--- src/rtl/dma_ahb_mst.sv ---
// Single-channel DMA request port to AHB-Lite master: SINGLE NONSEQ transfers,
// address/data pipelining, two-cycle ERROR handling with in-order responses.
module dma_ahb_mst (
  input  logic        hclk,
  input  logic        hrst_n,
  input  logic        req_vld,
  output logic        req_rdy,
  input  logic        req_write,
  input  logic [31:0] req_addr,
  input  logic [1:0]  req_size,
  input  logic [31:0] req_wdata,
  output logic        rsp_vld,
  output logic [31:0] rsp_rdata,
  output logic        rsp_err,
  output logic [31:0] m_haddr,
  output logic [1:0]  m_htrans,
  output logic        m_hwrite,
  output logic [2:0]  m_hsize,
  output logic [2:0]  m_hburst,
  output logic [3:0]  m_hprot,
  output logic [31:0] m_hwdata,
  input  logic [31:0] m_hrdata,
  input  logic        m_hready,
  input  logic [1:0]  m_hresp
);

  localparam logic [1:0] HTRANS_IDLE   = 2'b00;
  localparam logic [1:0] HTRANS_NONSEQ = 2'b10;

  logic        addr_vld;
  logic        data_vld;
  logic        data_write;
  logic        err_hold;
  logic        cancel_pend;
  logic [31:0] addr_wdata;

  logic        accept;
  logic        addr_done;
  logic        data_done;
  logic        bus_err;
  logic        first_err;
  logic [1:0]  eff_size;
  logic [31:0] aligned_addr;

  assign m_hburst  = 3'b000;
  assign m_hprot   = 4'b0011;

  assign req_rdy   = (~addr_vld | m_hready) & ~err_hold;
  assign accept    = req_vld & req_rdy;
  assign bus_err   = (m_hresp != 2'b00);
  assign addr_done = addr_vld & m_hready;
  assign data_done = data_vld & m_hready;
  // First ERROR cycle is the only time a response is non-OKAY while HREADY is low
  assign first_err = data_vld & ~m_hready & bus_err & ~err_hold;

  always_comb begin
    eff_size     = (req_size == 2'b11) ? 2'b10 : req_size;
    aligned_addr = req_addr;
    case (eff_size)
      2'b01:   aligned_addr = {req_addr[31:1], 1'b0};
      2'b10:   aligned_addr = {req_addr[31:2], 2'b00};
      default: aligned_addr = req_addr;
    endcase
  end

  always_ff @(posedge hclk or negedge hrst_n) begin
    if (!hrst_n) begin
      addr_vld    <= 1'b0;
      data_vld    <= 1'b0;
      data_write  <= 1'b0;
      err_hold    <= 1'b0;
      cancel_pend <= 1'b0;
      addr_wdata  <= 32'd0;
      m_htrans    <= HTRANS_IDLE;
      m_haddr     <= 32'd0;
      m_hwrite    <= 1'b0;
      m_hsize     <= 3'd0;
      m_hwdata    <= 32'd0;
      rsp_vld     <= 1'b0;
      rsp_err     <= 1'b0;
      rsp_rdata   <= 32'd0;
    end else begin
      rsp_vld   <= 1'b0;
      rsp_err   <= 1'b0;
      rsp_rdata <= 32'd0;

      // A request accepted in the same cycle as the first ERROR is cancelled too,
      // so the bus still goes IDLE and the request still gets exactly one response.
      if (first_err) begin
        addr_vld    <= 1'b0;
        m_htrans    <= HTRANS_IDLE;
        err_hold    <= 1'b1;
        cancel_pend <= addr_vld | accept;
      end else if (accept) begin
        addr_vld   <= 1'b1;
        m_htrans   <= HTRANS_NONSEQ;
        m_haddr    <= aligned_addr;
        m_hsize    <= {1'b0, eff_size};
        m_hwrite   <= req_write;
        addr_wdata <= req_wdata;
      end else if (addr_done) begin
        addr_vld <= 1'b0;
        m_htrans <= HTRANS_IDLE;
      end

      if (addr_done) begin
        data_vld   <= 1'b1;
        data_write <= m_hwrite;
        m_hwdata   <= addr_wdata;
      end else if (data_done) begin
        data_vld <= 1'b0;
      end

      if (data_done) begin
        rsp_vld   <= 1'b1;
        rsp_err   <= bus_err;
        rsp_rdata <= (bus_err | data_write) ? 32'd0 : m_hrdata;
      end else if (cancel_pend & ~data_vld) begin
        rsp_vld     <= 1'b1;
        rsp_err     <= 1'b1;
        cancel_pend <= 1'b0;
      end

      if (err_hold & rsp_vld & rsp_err & ~cancel_pend & ~data_vld)
        err_hold <= 1'b0;
    end
  end

endmodule

--- config.mk ---
export PLATFORM = sky130hd
export DESIGN_NAME = dma_ahb_mst
export DESIGN_NICKNAME = d
export VERILOG_FILES = /design/src/rtl/dma_ahb_mst.sv
export SDC_FILE = /design/constraint.sdc
export NUM_CORES = 1
export LEC_CHECK = 0
export CAP_MARGIN = 10
export CORE_ASPECT_RATIO = 1.1
export CORE_MARGIN = 1
export CORE_UTILIZATION = 43
export DETAILED_ROUTE_END_ITERATION = 6
export PLACE_DENSITY_LB_ADDON = 0.05
export SKIP_LAST_GASP = 1
export SLEW_MARGIN = 0
export SYNTH_ARGS = -nofsm -noshare
export SYNTH_HDL_FRONTEND = slang
export SYNTH_SLANG_ARGS = --single-unit
export TNS_END_PERCENT = 50
--- constraint.sdc ---
create_clock -name hclk -period 1.6 [get_ports hclk]
set_input_delay 0.16 -clock hclk [delete_from_list [all_inputs] [get_ports hclk]]
set_output_delay 0.16 -clock hclk [all_outputs]
set_load 0.01 [all_outputs]
==> flow_metrics.py, run 1 <==
metrics = {
    "run_status": {
        "status": "completed",
    },
    "timing": {
        "setup_viol": 0,
        "hold_viol_final": 0,
        "fin_crit_sh": 0.947,
        "worst_slack_ns": 0.0844,
        "max_freq_mhz": 660,
        "rsz0062_at_grt": "yes",
        "finClkSkew_ns": 0.00785,
        "period_minus_slack_ns": 1.52,
        "drv_slew": 0,
    },
    "critical_path": {
        "cp_common_cell": "buf_12",
        "cp-end-kind": "flop",
        "path_cells": "nand2b_1, o2111ai_4, buf_12, buf_12, mux2_2",
        "cp.arrival_ns": 1.80,
        "slowest_stage": "dfrtp_1",
        "reg2reg_depth": 5,
        "crit_fanout": 11,
        "critPathKind": "reg -> reg",
        "start_kind": "flop",
        "cpPeakStageDelay_ns": 0.37,
        "required_ns": 1.89,
        "worstReg2RegEnd": "m_haddr[25]",
        "r2r-start": "data_vld",
        "r2r_slack_ns": 0.08,
    },
    "floorplan": {
        "die_y_um": 117,
        "die_w_um": 107,
        "coreArea_um2": 11600,
        "rows": 41,
        "die-area_um2": 12500,
        "start_util": 0.446,
        "io_pins": 217,
    },
    "clock_tree": {
        "cts_buffers": 17,
        "cts_tree": "yes",
        "cts_sinks": 138,
        "clock_path_buffers": 2,
        "clock_latency_ns": 0.41,
        "path_clk_slew_ns": 0.06,
        "root_buffer": "clkbuf_16",
        "cts.htree.levels": 4,
    },
    "drt": {
        "drt-initial-drc-count": 93,
        "vias_per_cell": 4.65,
        "wl_per_cell_um": 15.7,
        "wirelength_um": 11300,
        "antenna_left": 0,
        "drc": 0,
        "num_vias": 3341,
        "firstDrtPassIters": 4,
    },
    "global_route": {
        "grt-ovfl-total": 0,
        "antenna_found_initial": 0,
        "grt_max_degree": 47,
        "grt_pass1_vias": 3639,
        "grt_pass1_wl_um": 18100,
        "grt_usage": 0.194,
    },
    "power_and_ir_drop": {
        "p_switching_mw": 3.88,
        "ir_drop_uv": 884,
        "p_seq_frac": 0.381,
        "internal_power_mw": 10.7,
        "netSwitchingFraction": 0.265,
        "combPwrFrac": 0.351,
        "power-per-cell-area_nw_per_um2": 1770,
        "p_clk_frac": 0.268,
        "p_leak_nw": 3.72,
        "p_total_mw": 14.6,
    },
    "layout": {
        "fin_nets": 661,
        "layout-drive-gt1-share": 0.281,
        "antenna_cells": 0,
        "area_growth_pct": 58.8,
        "final_cell_area_um2": 8250,
    },
    "placement": {
        "placed_cell_area_um2": 7630,
        "io_buffers": 207,
        "place_ws_ns": -0.277,
        "hpwlAfterDp_um": 8300,
        "gp_congestion": 0.796,
    },
    "synthesis": {
        "ys_warn_count": 0,
        "ys.flop_type": "dfrtp_1",
        "seq_area_frac_synth": 0.665,
        "synth.cell_area_um2": 5200,
        "synth_edf_count": 0,
        "ys_types": 24,
        "ys_seq_elements": 138,
        "avgSynthCellArea_um2": 16.2,
        "async_flop_share": 1.00,
        "postSynthCellCount": 320,
    },
    "worst_hold_path": {
        "worstHoldPathType": "in -> async",
    },
    "flow_run": {
        "drv_cap": 0,
    },
}
## sequential cells by signal, summed over array words and instances (netlist names)
name	count
m_hwdata	32
m_htrans	1
err_hold	1
m_haddr	32
data_vld	1
m_hsize	2
rsp_err	1
data_write	1
cancel_pend	1
m_hwrite	1
rsp_rdata	32
addr_wdata	32
rsp_vld	1
## worst max-delay path: cells and delay by family, from the launching register on
family	cells	cell delay (ns)
AO/OA/AOI/OAI	1	0.24
buffers and inverters	2	0.33
flip-flops	1	0.37
multiplexers	1	0.33
AND/OR/NAND/NOR	1	0.12
## stage by stage
stage	util	hold WS (ns)	TNS, ns	instances
final	0.709	0.256	0	719
after global routing	0.709	0.275	-0.0252	719
after global placement	0.655	0.121	-14.50	685
after detailed placement	0.655	0.130	-15.94	685
after CTS	0.708	0.265	-0.0168	719
after floorplan	-	-0.136	0	327
## timing repair
item / in CTS / in global routing
endpoints found under the hold margin: 43 / 0
setup buffers: 1 / 0
setup endpoints to repair: 2 / 5
resized for setup: 2 / 1
hold buffers: 1 / 0
## routing by layer
| metal | part of all wire | up-vias | global-route usage |
|---|---|---|---|
| met5 | 0 | - | 0 |
| li1 | - | 1539 | - |
| met4 | 0.020 | 0 | 0.0849 |
| met2 | 0.52 | 127 | 0.330 |
| met3 | 0.082 | 17 | 0.0748 |
| met1 | 0.38 | 1658 | 0.218 |
## area by class of cell
cell class | count | area, µm²
Fill cell | 830 | 3390
Timing Repair Buffer | 233 | 2380
Clock inverter | 15 | 175
Sequential cell | 138 | 3450
Clock buffer | 17 | 425
Tap cell | 150 | 188
Inverter | 1 | 3.75
Multi-Input combinational cell | 165 | 1620
## kinds of logic (layout without fill, tap and decap cells)
logic type             count (synthesis)  in the layout  synth area share
AO/OA/AOI/OAI                          5              5           0.00794
other                                  2              9           0.00145
flip-flops                           138            138             0.665
buffers and inverters                 24            266            0.0318
AND/OR/NAND/NOR                       51             51            0.0580
multiplexers                         100            100             0.236
## how the worst max path moves through the flow
stage / start / to / slack [ns]
floorplan: data_vld / m_haddr[2] / 0.15
global placement: m_hready / m_haddr[28] / -0.25
detailed placement: m_hready / m_haddr[25] / -0.28
CTS: m_htrans[1] / m_htrans[1] / -0.02
global route: data_vld / m_haddr[25] / -0.01
finish: data_vld / m_haddr[25] / 0.08
## power by group through the flow
stage	Clock [mW]	Combinational, mW	Sequential [mW]
after floorplan	0	2.04	5.93
final	3.92	5.13	5.57
after CTS	4.02	5.24	5.59
after global placement	0	5.12	5.55
after detailed placement	0	5.21	5.62
after global routing	4.19	5.49	5.73
## synthesized netlist by cell type, types with 3 or more instances
library cell	number	area, µm²
buf_6	4	45.0
mux2_2	70	788
buf_2	6	30.0
mux2_1	3	33.8
and2_1	33	206
clkbuf_1	3	11.3
mux2_4	27	405
dfrtp_1	138	3450
nand2b_1	3	18.8
nand2_1	6	22.5
buf_4	10	75.1
## layout by cell type (no fill, tap or decap), types with 4 or more instances in the layout
master and instances:
clkdlybuf4s50_1 204, dfrtp_1 138, mux2_2 70, and2_1 33, mux2_4 27, clkbuf_16 17, buf_4 16, conb_1 9
buf_12 9, nand2_1 6, clkinv_2 4, clkinvlp_4 4
(Power assumes the default switching activity.)
==> inputs of run 2 (changes only) <==
Settings changed: ABC_AREA set to 1, CTS_BUF_LIST set to sky130_fd_sc_hd__clkbuf_8 sky130_fd_sc_hd__clkbuf_16, CTS_CLUSTER_DIAMETER set to 60.
==> run 2 against run 1 <==
  * Combinational power down 4%
  * Sequential share of layout area up 0.39 points
  * Fmax up 0.64%
  * Final cell count up 24%
  * Wire length up 20%
  * Worst hold slack worse by 0.018 ns
  * Die area up 4.2%
  * Register-to-register slack better by 0.20 ns
  * Critical endpoint is now rsp_err
  * Largest cell class unchanged
  * Largest power group unchanged
==> flow_metrics.py, run 2 <==
metrics = {
    "run_status": {
        "status": "completed",
    },
    "synthesis": {
        "avgSynthCellArea_um2": 10.3,
        "async_flop_share": 1.00,
        "netlist.top_cell.by_area": "dfrtp_1",
        "yosysMostFrequentCell": "nand2_1",
        "synth_commonest_cells": "nand2_1 (146), dfrtp_1 (138), o21ai_0 (67), nor2_1 (38), nand3_1 (34)",
        "yosys-top-cells-area": "dfrtp_1 (64%), nand2_1 (10%), mux2_2 (6.9%)",
        "yosysTopAreaCellShare": 0.637,
        "ys_types": 21,
        "seq_area_frac_synth": 0.637,
        "ys_warn_count": 0,
        "ys.flop_type": "dfrtp_1",
        "ys_seq_elements": 138,
        "synth.cell_area_um2": 5420,
        "synth_edf_count": 0,
        "postSynthCellCount": 524,
    },
    "floorplan": {
        "die_w_um": 109,
        "die-area_um2": 13100,
        "start_util": 0.446,
        "rows": 42,
        "die_y_um": 120,
        "io_pins": 217,
        "coreArea_um2": 12100,
    },
    "clock_tree": {
        "clock_path_buffers": 2,
        "cts_tree": "yes",
        "cts_sinks": 138,
        "cts.htree.levels": 4,
        "cts_buffers": 17,
        "clock_latency_ns": 0.41,
        "post_cts.repair.setup_buffers": 0,
        "path_clk_slew_ns": 0.05,
        "root_buffer": "clkbuf_16",
    },
    "timing": {
        "fin_crit_sh": 0.941,
        "fin_hold_ws_ns": 0.238,
        "worst_slack_ns": 0.0940,
        "period_minus_slack_ns": 1.51,
        "rsz0062_at_grt": "no",
        "finClkSkew_ns": 0.00689,
        "setup_viol": 0,
        "hold_viol_final": 0,
        "max_freq_mhz": 664,
        "drv_slew": 0,
    },
    "layout": {
        "fin_nets": 834,
        "area_growth_pct": 50.9,
        "final_cell_area_um2": 8180,
        "layout-drive-gt1-share": 0.114,
        "antenna_cells": 0,
        "final_common_cell": "clkdlybuf4s50_1",
        "final_cell_mix": "clkdlybuf4s50_1 (204), nand2_1 (146), dfrtp_1 (137)",
    },
    "power_and_ir_drop": {
        "p_leak_nw": 3.78,
        "internal_power_mw": 9.55,
        "p_seq_frac": 0.391,
        "combPwrFrac": 0.358,
        "power-per-cell-area_nw_per_um2": 1690,
        "p_total_mw": 13.8,
        "p_clk_frac": 0.250,
        "ir_drop_uv": 893,
        "netSwitchingFraction": 0.308,
        "p_switching_mw": 4.24,
    },
    "critical_path": {
        "timing.critical_path.buf_inv": 1,
        "path_cells": "clkdlybuf4s50_1",
        "critPathKind": "reg -> out",
        "cpPeakStageDelay_ns": 0.58,
        "cp.arrival_ns": 1.35,
        "start_kind": "flop",
        "cp-end-kind": "output port",
        "crit_fanout": 2,
        "slowest_stage": "clkdlybuf4s50_1",
        "crit_family": "buffers and inverters",
        "required_ns": 1.44,
    },
    "global_route": {
        "grt-ovfl-total": 0,
        "grt_pass1_wl_um": 22000,
        "grt_max_degree": 45,
        "grt_pass1_vias": 4452,
        "grt_usage": 0.222,
        "antenna_found_initial": 0,
    },
    "placement": {
        "hpwlAfterDp_um": 9270,
        "placed_cell_area_um2": 7650,
        "io_buffers": 207,
        "gp_congestion": 0.783,
        "place_ws_ns": -0.0906,
    },
    "drt": {
        "antenna_left": 0,
        "met3_length_um": 1200,
        "num_vias": 4323,
        "firstDrtPassIters": 4,
        "wl_per_cell_um": 15.2,
        "drc": 0,
        "top_layer": "met4",
        "wl_met2_um": 6630,
        "wirelength_um": 13600,
        "vias_per_cell": 4.85,
        "wl_met1_um": 5430,
        "drt-initial-drc-count": 177,
    },
    "worst_hold_path": {
        "worstHoldPathType": "in -> async",
    },
    "flow_run": {
        "drv_cap": 0,
    },
}
[run 2: power by group through the flow]
stage               clock network, mW  logic, mW  registers [mW]
floorplan                           0       1.97            5.75
global placement                    0       4.91            5.38
detailed placement                  0       5.02            5.45
CTS                              3.52       5.04            5.41
global route                     3.69       5.44            5.57
finish                           3.45       4.94            5.40
[run 2: area by class of cell]
| class | count | area, µm² |
|---|---|---|
| well taps | 154 | 193 |
| repair buffers | 225 | 2290 |
| clock inverters | 6 | 26.3 |
| clock buffers | 22 | 494 |
| flip-flops and latches | 138 | 3450 |
| fillers | 993 | 3960 |
| inverters | 10 | 40.0 |
| multi-input cells | 337 | 1680 |
[run 2: cells by family (layout without fill, tap and decap cells)]
kind of cell	after synthesis	count (layout)	synth area share
compound gates	69	69	0.0637
buf+inv	56	263	0.0568
flops	138	138	0.637
mux	33	33	0.0686
other cells	2	9	0.00139
simple gates	226	226	0.172
[run 2: what timing repair did]
item,CTS,global route
setup endpoints to repair,2,1
hold endpoints to repair,40,0
resized for setup,2,1
hold buffers,1,0
[run 2: path summary, 6_finish.rpt]
path,endpoint,start,slack (ns),depth (start not counted)
max reg2reg,m_hsize[1],m_htrans[1],0.28,5
max,rsp_err,rsp_err,0.09,1
min reg2reg,addr_wdata[1],addr_wdata[1],0.49,2
max in group asynchronous,m_haddr[31],hrst_n,0.77,3
min,rsp_rdata[20],hrst_n,0.24,2
min in group hclk,m_haddr[12],req_addr[12],0.29,3
[run 2: per-stage QoR]
| stage | instances | util | setup TNS (ns) |
|---|---|---|---|
| final | 892 | 0.674 | 0 |
| after global routing | 892 | 0.674 | 0 |
| after CTS | 892 | 0.674 | 0 |
| after detailed placement | 863 | 0.630 | -1.86 |
| after global placement | 863 | 0.630 | -0.0365 |
| after floorplan | 531 | - | 0 |
[run 2: per-layer routing]
metal	vias to the layer above	track usage
li1	2077	-
met2	164	0.362
met4	0	0.0997
met1	2060	0.261
met3	22	0.0771
met5	-	0
